`config.mk`:
```
export PLATFORM = sky130hd
export DESIGN_NAME = fp_unary_arbiter
export DESIGN_NICKNAME = d
export VERILOG_FILES = /design/src/rtl/fp_unary_pkg.sv /design/src/rtl/fp_unary_arbiter_sign.sv /design/src/rtl/fp_unary_arbiter.sv
export SDC_FILE = /design/constraint.sdc
export NUM_CORES = 1
export LEC_CHECK = 0
export BUFFER_PORTS_ARGS = -buffer_cell sky130_fd_sc_hd__buf_2
export CAP_MARGIN = 30
export CORE_MARGIN = 2
export CORE_UTILIZATION = 30
export DETAILED_ROUTE_END_ITERATION = 10
export GPL_ROUTABILITY_DRIVEN = 0
export SETUP_SLACK_MARGIN = 0.2
export SLEW_MARGIN = 20
export SYNTH_ARGS = -nofsm -noshare
export SYNTH_HDL_FRONTEND = slang
export SYNTH_SLANG_ARGS = --single-unit
```
`constraint.sdc`:
```
create_clock -name clk -period 4.8 [get_ports clk]
set_input_delay 0.24 -clock clk [delete_from_list [all_inputs] [get_ports clk]]
set_output_delay 0.24 -clock clk [all_outputs]
set_load 0.02 [all_outputs]
```
`src/rtl/fp_unary_pkg.sv`:
```
// Shared types for the FP32 unary sign-manipulation arbiter.
//   fp32_t        raw IEEE-754 single-precision word
//   FP_SIGN_BIT   position of the sign bit (the only bit any op touches)
//   fp_op_e       PASS / ABS / NEG / NABS
//   slot_state_e  per-requester slot lifecycle
//   pipe_stage_t  one pipeline stage register {valid, id, op, data}
package fp_unary_pkg;

  typedef logic [31:0] fp32_t;

  localparam int FP_SIGN_BIT = 31;

  // Requester id field is sized for the largest supported NUM_REQ (8).
  localparam int ID_W = 3;

  typedef enum logic [1:0] {
    OP_PASS = 2'b00,
    OP_ABS  = 2'b01,
    OP_NEG  = 2'b10,
    OP_NABS = 2'b11
  } fp_op_e;

  typedef enum logic [1:0] {
    IDLE     = 2'b00,
    INFLIGHT = 2'b01,
    HOLD     = 2'b10
  } slot_state_e;

  typedef struct packed {
    logic            valid;
    logic [ID_W-1:0] id;
    fp_op_e          op;
    fp32_t           data;
  } pipe_stage_t;

endpackage

```
`src/rtl/fp_unary_arbiter_sign.sv`:
```
// fp_sign_unit: combinational FP32 sign manipulation.
//   op  in   fp_op_e encoding (PASS/ABS/NEG/NABS)
//   a   in   FP32 operand
//   y   out  FP32 result; bits 30:0 always equal a[30:0]
// NaN, Inf, denormals and zeros are treated as plain bit patterns.
module fp_sign_unit
  import fp_unary_pkg::*;
(
  input  logic [1:0] op,
  input  fp32_t      a,
  output fp32_t      y
);

  always_comb begin
    y = a;
    unique case (fp_op_e'(op))
      OP_PASS: y[FP_SIGN_BIT] = a[FP_SIGN_BIT];
      OP_ABS:  y[FP_SIGN_BIT] = 1'b0;
      OP_NEG:  y[FP_SIGN_BIT] = ~a[FP_SIGN_BIT];
      OP_NABS: y[FP_SIGN_BIT] = 1'b1;
      default: y = a;
    endcase
  end

endmodule

```
`src/rtl/fp_unary_arbiter.sv`:
```
// fp_unary_arbiter: round-robin sharing of one pipelined FP32 sign unit
// between NUM_REQ requesters, each with a one-entry response register.
//   clk          in   clock, rising edge
//   rst_n        in   asynchronous active-low reset
//   req_valid    in   per-requester request present
//   req_op       in   per-requester fp_op_e
//   req_data     in   per-requester FP32 operand
//   req_ready    out  one-hot grant (accept on valid & ready)
//   resp_valid   out  per-requester result held
//   resp_ready   in   per-requester result consumed
//   resp_data    out  per-requester FP32 result (holds last value)
//   busy         out  any requester slot not IDLE
//   stat_grants  out  saturating per-requester grant counters
// Build option: define FPU_ARB_STATS_EN to add stat_grants and its counters.
module fp_unary_arbiter
  import fp_unary_pkg::*;
#(
  parameter int NUM_REQ = 4,
  parameter int LAT     = 2,
  parameter int STAT_W  = 16
)
(
  input  logic                            clk,
  input  logic                            rst_n,
  input  logic [NUM_REQ-1:0]              req_valid,
  input  logic [NUM_REQ-1:0][1:0]         req_op,
  input  logic [NUM_REQ-1:0][31:0]        req_data,
  output logic [NUM_REQ-1:0]              req_ready,
  output logic [NUM_REQ-1:0]              resp_valid,
  input  logic [NUM_REQ-1:0]              resp_ready,
  output logic [NUM_REQ-1:0][31:0]        resp_data,
  output logic                            busy
`ifdef FPU_ARB_STATS_EN
  ,
  output logic [NUM_REQ-1:0][STAT_W-1:0]  stat_grants
`endif
);

  localparam int IDX_W = $clog2(NUM_REQ);

  logic [IDX_W-1:0]   rr_ptr_reg, rr_ptr_next;
  logic [NUM_REQ-1:0] idle_vec, hold_vec, land_vec, eligible, grant;
  logic               grant_any, accept;
  logic [IDX_W-1:0]   grant_idx;
  pipe_stage_t        pipe_reg [LAT];
  pipe_stage_t        pipe_last, stage_in;
  fp32_t              sign_out;

  assign eligible = req_valid & idle_vec;

  // Round-robin pick: first eligible index at or above rr_ptr, otherwise
  // the first eligible index below it (the wrap-around part of the search).
  always_comb begin
    grant     = '0;
    grant_any = 1'b0;
    grant_idx = '0;
    for (int i = 0; i < NUM_REQ; i++) begin
      if (!grant_any && eligible[i] && (i >= int'(rr_ptr_reg))) begin
        grant_any = 1'b1;
        grant_idx = IDX_W'(i);
        grant[i]  = 1'b1;
      end
    end
    for (int i = 0; i < NUM_REQ; i++) begin
      if (!grant_any && eligible[i] && (i < int'(rr_ptr_reg))) begin
        grant_any = 1'b1;
        grant_idx = IDX_W'(i);
        grant[i]  = 1'b1;
      end
    end
  end

  // Grant is combinational on req_valid; masking with rst_n keeps req_ready
  // low for the whole time reset is held.
  assign accept    = grant_any & rst_n;
  assign req_ready = rst_n ? grant : '0;

  always_comb begin
    rr_ptr_next = rr_ptr_reg;
    if (accept) begin
      rr_ptr_next = (int'(grant_idx) == NUM_REQ - 1) ? '0 : grant_idx + 1'b1;
    end
  end

  always_ff @(posedge clk or negedge rst_n) begin
    if (!rst_n) rr_ptr_reg <= '0;
    else        rr_ptr_reg <= rr_ptr_next;
  end

  // The op is applied on the way into stage 1; later stages just carry data.
  fp_sign_unit u_sign (
    .op (req_op[grant_idx]),
    .a  (req_data[grant_idx]),
    .y  (sign_out)
  );

  always_comb begin
    stage_in       = '0;
    stage_in.valid = accept;
    stage_in.id    = ID_W'(grant_idx);
    stage_in.op    = fp_op_e'(req_op[grant_idx]);
    stage_in.data  = sign_out;
  end

  always_ff @(posedge clk or negedge rst_n) begin
    if (!rst_n) begin
      for (int s = 0; s < LAT; s++) pipe_reg[s] <= '0;
    end else begin
      pipe_reg[0] <= stage_in;
      for (int s = 1; s < LAT; s++) pipe_reg[s] <= pipe_reg[s-1];
    end
  end

  assign pipe_last = pipe_reg[LAT-1];

  // Per-requester slot FSM. Only IDLE slots may be granted, so a landing
  // result always finds its response register free.
  for (genvar gi = 0; gi < NUM_REQ; gi++) begin : g_slot
    slot_state_e slot_reg, slot_next;

    assign land_vec[gi] = pipe_last.valid && (pipe_last.id == ID_W'(gi));

    always_ff @(posedge clk or negedge rst_n) begin
      if (!rst_n) slot_reg <= IDLE;
      else        slot_reg <= slot_next;
    end

    always_comb begin
      slot_next = slot_reg;
      unique case (slot_reg)
        IDLE:     if (accept && grant[gi]) slot_next = INFLIGHT;
        INFLIGHT: if (land_vec[gi])        slot_next = HOLD;
        HOLD:     if (resp_ready[gi])      slot_next = IDLE;
        default:                           slot_next = IDLE;
      endcase
    end

    assign idle_vec[gi] = (slot_reg == IDLE);
    assign hold_vec[gi] = (slot_reg == HOLD);
  end

  assign resp_valid = hold_vec;
  assign busy       = |(~idle_vec);

  // Response registers load only when a result lands, so they stay stable
  // through HOLD and keep their last value afterwards.
  always_ff @(posedge clk or negedge rst_n) begin
    if (!rst_n) begin
      resp_data <= '0;
    end else begin
      for (int i = 0; i < NUM_REQ; i++) begin
        if (land_vec[i]) resp_data[i] <= pipe_last.data;
      end
    end
  end

`ifdef FPU_ARB_STATS_EN
  always_ff @(posedge clk or negedge rst_n) begin
    if (!rst_n) begin
      stat_grants <= '0;
    end else begin
      for (int i = 0; i < NUM_REQ; i++) begin
        if (accept && grant[i] && (stat_grants[i] != {STAT_W{1'b1}})) begin
          stat_grants[i] <= stat_grants[i] + 1'b1;
        end
      end
    end
  end
`endif

endmodule
```
==> flow_summary.ini, run 1 <==
[status]
outcome = completed

[final_layout]
area_growth_pct = 37.5
largest_register_ffs = 128
n_fill_cell = 2599
ff_latch_area_mm2 = 0.00520
final_layout_size_suffix_gt1_frac = 0.499
finalNetCount = 1104
multi_input_area_mm2 = 0.00285

[die]
core_area_mm2 = 0.0271
fp.dieH_um = 170
rows = 60
start_util = 0.306
dieArea_mm2 = 0.0290
die_x_um = 170
io_pins = 283

[sta]
drv_slew = 0
post-route-period-util = 0.700
rsz0062_at_grt = false
setup_viol_count_final = 0
post-route-min-period_ns = 3.36
fmax_mhz = 298
clock_skew_ns = 0.0119
slew_headroom = 0.401
tns_ns = 0
worst_pin_slew_ns = 0.895
hold_viol_final = 0

[clock_network]
cts_htree_levels = 1
clkTransAtPathRegs_ns = 0.06
cts_buffers = 24
clk_latency_ns = 0.51
cts-resized-gates = 0
clockRootBuffer = clkbuf_16
clkSinkCount = 208
cts-root-to-sink-buffers = 3
cts_tree = built

[global_routing]
antenna_found_initial = 1
grt_usage = 0.154
grt_max_degree = 114
grt_pass1_wl_um = 35000
grt_pass1_vias = 6202
grt-ovfl-total = 0

[routing]
vias = 6148
routed_via_density = 4.57
drt_wl_total_um = 22700
wl_per_cell_um = 16.8
drc = 0
drtAntennaViolNets = 0
drt_pass1_iterations = 4
drtIter0Drc = 276

[critical_path]
cp-start-kind = register
crit_required_ns = 5.19
cp.arrival_ns = 3.74
worst_path_max_delay_cell = dlygate4sd3_1
crit_buf_inv = 3
cp_top_family = buffers and inverters
cp_max_fo = 40
worst_setup_path_end_kind = register
path_class = reg -> reg
cp_cell_sequence = or4b_4 -> a21o_1 -> nand3_2 -> clkinv_2 -> buf_4 -> a21oi_2 -> a32oi_1 -> dlygate4sd3_1
slowest_delay_ns = 0.60

[yosys]
syn_nets = 761
netlist_instances = 614
ys_types = 46
ys.flop_type = dfrtp_1
synthArstFlopShare = 1.00
yosys_warnings = 0
synth_edf_count = 0
synthesis.area_mm2 = 0.00831
yosysSeqAreaShare = 0.627
syn_area_per_cell_um2 = 13.5
ys_ff_latch = 208

[place]
place_hpwl_um = 15000
io_buffers = 282

[pwr]
ir_drop_mv = 0.338
p_total_mw = 8.69
leakage_nw = 5.37
powerDensity_mw_per_mm2 = 761

[hold_path]
min_path_type = in -> reg

[run]
maxCapViolCount = 0
cell usage after synthesis (2+ instances only):
cell      instances  area share
or3b_2            2      0.0021
nand3b_1          2      0.0018
mux2_2          129        0.17
nor3b_2           2      0.0030
buf_6            10       0.014
inv_1             6      0.0027
or3b_1            2      0.0021
a32oi_1          31       0.033
o22ai_1           2      0.0015
or3_1             3      0.0023
o21ai_0           8      0.0048
nor3b_1           3      0.0027
xnor2_1           4      0.0042
buf_4             3      0.0027
clkbuf_1         11      0.0050
nor4_1            2      0.0015
nand2b_1          7      0.0053
buf_1             3      0.0014
nor2b_1           3      0.0023
a21oi_2          20       0.021
a21oi_1          14      0.0084
dfrtp_1         208        0.63
buf_2             8      0.0048
nand2_1         101       0.046
nor2_1            9      0.0041
final cells by class:
| type | count | area share |
|---|---|---|
| Timing Repair Buffer | 353 | 0.186 |
| Tap cell | 372 | 0.0408 |
| Sequential cell | 208 | 0.456 |
| Inverter | 7 | 0.00241 |
| Multi-Input combinational cell | 363 | 0.249 |
| Clock buffer | 34 | 0.0595 |
| Clock inverter | 7 | 0.00526 |
| Antenna cell | 2 | 0.000438 |
where the power goes:
| part | internal, mW | switching [mW] |
|---|---|---|
| clock network | 1.03 | 0.698 |
| logic | 1.65 | 2.14 |
| registers | 2.65 | 0.515 |
through the flow:
step           setup slack [ns]  area, um2  utilization  std cells  hold WS (ns)
2_1_floorplan              2.55       8310            -        614       -0.0556
3_3_place_gp               1.98      10000        0.370       1240         0.332
3_5_place_dp               1.95      10100        0.371       1241         0.335
4_1_cts                    1.40      11400        0.421       1344       0.00121
5_1_grt                    1.17      11400        0.421       1345        0.0313
6_report                   1.44      11400        0.421       1346        0.0224
layer usage:
metal	track usage	vias up	wire length [um]
met1	0.202	3057	9890
met5	0	-	0
met4	0.0520	0	665
li1	-	2856	-
met2	0.252	194	10700
met3	0.0347	41	1390
final timing paths:
path,startpoint,endpoint,slack (ns),depth (start not counted)
max in group asynchronous,rst_n,resp_data[51],3.33,3
worst max-delay path,rr_ptr_reg[0],pipe_reg[49],1.44,8
min in group asynchronous,rst_n,pipe_last[31],0.36,2
worst min register to register,pipe_reg[72],pipe_last[34],0.35,0
worst min-delay path,resp_ready[0],g_slot[0].slot_reg[1],0.02,3
worst max register to register,rr_ptr_reg[0],pipe_reg[49],1.44,8
worst min-delay path, stage by stage:
cell and delay, ns:
buf_2 0.10, inv_1 0.04, a22o_1 0.12
placed cells by master, fill, tap and decap left out, types with 3 or more instances in the layout:
cell type / n
nor2b_1: 3
buf_4: 7
nand2b_1: 7
mux2_2: 129
nor3b_2: 3
buf_2: 281
clkbuf_1: 7
clkbuf_8: 3
clkbuf_16: 25
o21ai_0: 8
or3_1: 3
dlygate4sd3_1: 62
clkinv_2: 7
nand2_1: 101
dfrtp_1: 208
a21oi_2: 20
xnor2_1: 4
a21oi_1: 14
a32oi_1: 31
nor2_1: 9
inv_1: 6
cell families after synthesis:
logic type	Yosys count	synth area share
xor gates and xnor gates	4	0.00422
adders and majority gates	1	0.00151
buffers and inverters	43	0.0324
and+or+nand+nor	142	0.0792
AOI/OAI and AO/OA	87	0.0811
DFF	208	0.627
muxes	129	0.175
what timing repair did:
action,in CTS,in global routing
hold buffers,62,0
hold endpoints to repair,129,0
setup endpoints to repair,0,0
buffers inserted,0,0
Power figures use the tool's default switching activity.
==> inputs of run 2 (changes only) <==
==> constraint.sdc (replaced) <==
create_clock -name clk -period 2.9 [get_ports clk]
set_input_delay 0.145 -clock clk [delete_from_list [all_inputs] [get_ports clk]]
set_output_delay 0.145 -clock clk [all_outputs]
set_load 0.02 [all_outputs]
==> flow_summary.ini, run 2 (synthesized netlist as in run 1, its figures left out) <==
[clock_network]
clk_latency_ns = 0.50
postCtsSetupBuffers = 0
cts-root-to-sink-buffers = 3
cts_htree_levels = 1
clockRootBuffer = clkbuf_16
hold_buffers = 129
cts-resized-gates = 0
clkSinkCount = 208
cts_tree = built
clkTransAtPathRegs_ns = 0.06
cts_buffers = 23

[final_layout]
n_fill_cell = 2492
finalNetCount = 1174
final_core_util = 0.449
final_area_mm2 = 0.0122
layout_commonest_cell = buf_2
largest_register_ffs = 128
mostFrequentLayoutCells = 281 x buf_2, 208 x dfrtp_1, 129 x mux2_2, 129 x dlygate4sd3_1, 101 x nand2_1
final_layout_size_suffix_gt1_frac = 0.471
area_growth_pct = 46.4

[critical_path]
worst_setup_path_end_kind = register
cp_max_fo = 48
cp-start-kind = register
worst_path_max_delay_cell = a211oi_4
path_class = reg -> reg
cp.arrival_ns = 2.94
cp_cell_sequence = nor3b_2 -> o22ai_1 -> a211oi_4 -> buf_12 -> a21oi_2 -> a32oi_1
slowest_delay_ns = 0.84
crit_required_ns = 3.29

[sta]
fmax_mhz = 392
worst_pin_slew_ns = 0.972
setup_viol_count_final = 0
holdWs_ns = 0.0363
post-route-period-util = 0.879
post-route-min-period_ns = 2.55
hold_viol_final = 0
slew_headroom = 0.350
rsz0062_at_grt = false
tns_ns = 0
clock_skew_ns = 0.0177
drv_slew = 0

[place]
place_hpwl_um = 15300
dpl_cell_area_mm2 = 0.0101
io_buffers = 282

[die]
dieArea_mm2 = 0.0290
fp.dieH_um = 170
die_x_um = 170
start_util = 0.306
core_area_mm2 = 0.0271
io_pins = 283
rows = 60

[pwr]
leakage_nw = 5.70
powerDensity_mw_per_mm2 = 1160
ir_drop_mv = 0.548

[routing]
drt_pass1_iterations = 4
wl_per_cell_um = 17.2
vias = 6571
drt_wl_total_um = 24300
drc = 0
drtAntennaViolNets = 0
routed_via_density = 4.64
drtIter0Drc = 322

[status]
outcome = completed

[global_routing]
grt-ovfl-total = 0
grt_pass1_vias = 6706
grt_max_degree = 118
grt_usage = 0.163
antenna_found_initial = 1
grt_pass1_wl_um = 37000

[hold_path]
min_path_type = in -> reg

[run]
maxCapViolCount = 0
-- run 2: cell count changes in the layout (fill, tap and decap cells not counted), moves of 2 or more --
| cell | delta |
|---|---|
| clkbuf_1 | -3 |
| bufinv_16 | +2 |
| buf_4 | +3 |
| dlygate4sd3_1 | +67 |
| buf_12 | +2 |
| clkbuf_16 | -2 |
| clkbuf_8 | +2 |
-- run 2: through the flow --
stage	setup slack (ns)	power, mW	cells
final	0.352	14.1	1415
after global routing	0.212	15.0	1415
after CTS	0.387	14.3	1414
after detailed placement	0.411	11.1	1245
after global placement	0.439	11.0	1245
after floorplan	0.646	9.16	614
-- run 2: metal layers --
metal / vias to the layer above / part of all wire / GRT usage / routed length (um)
li1: 2998 / - / - / -
met1: 3243 / 0.42 / 0.205 / 10200
met2: 255 / 0.49 / 0.276 / 11800
met3: 75 / 0.051 / 0.0312 / 1240
met4: 0 / 0.042 / 0.0680 / 1030
met5: - / 0 / 0 / 0
-- run 2: worst max-delay path, delay by kind of cell, from the launching register on --
family | cells | cell delay (ns)
AOI/OAI and AO/OA | 4 | 1.31
buffers and inverters | 1 | 0.33
DFF | 1 | 0.44
and+or+nand+nor | 1 | 0.29
-- run 2: path summary, 6_finish.rpt --
check                                       from            end  slack (ns)  depth (start not counted)
hold reg to reg                     pipe_reg[72]  pipe_last[34]        0.35                          0
setup reg to reg           g_slot[3].slot_reg[0]   pipe_reg[47]        0.35                          6
setup / recovery           g_slot[3].slot_reg[0]   pipe_reg[47]        0.35                          6
min in group asynchronous                  rst_n  rr_ptr_reg[1]        0.15                          2
hold / removal                         req_op[3]   pipe_reg[69]        0.04                          4
max in group asynchronous                  rst_n  resp_data[61]        1.70                          3
-- run 2: final cells by class --
type | count | area, um2 | area share
Antenna cell | 1 | 2.50 | 0.000206
Clock buffer | 31 | 646 | 0.0531
Clock inverter | 9 | 120 | 0.00988
Inverter | 7 | 27.5 | 0.00226
Multi-Input combinational cell | 363 | 2850 | 0.234
Sequential cell | 208 | 5200 | 0.428
Tap cell | 372 | 465 | 0.0383
Timing Repair Buffer | 424 | 2850 | 0.234
-- run 2: where the power goes --
| part | internal (mW) | total (mW) | switching [mW] | leakage (nW) |
|---|---|---|---|---|
| Combinational | 2.43 | 5.89 | 3.46 | 2.85 |
| Clock | 1.82 | 2.95 | 1.14 | 0.383 |
| Sequential | 4.39 | 5.27 | 0.871 | 2.46 |
| Total | 8.64 | 14.1 | 5.47 | 5.70 |
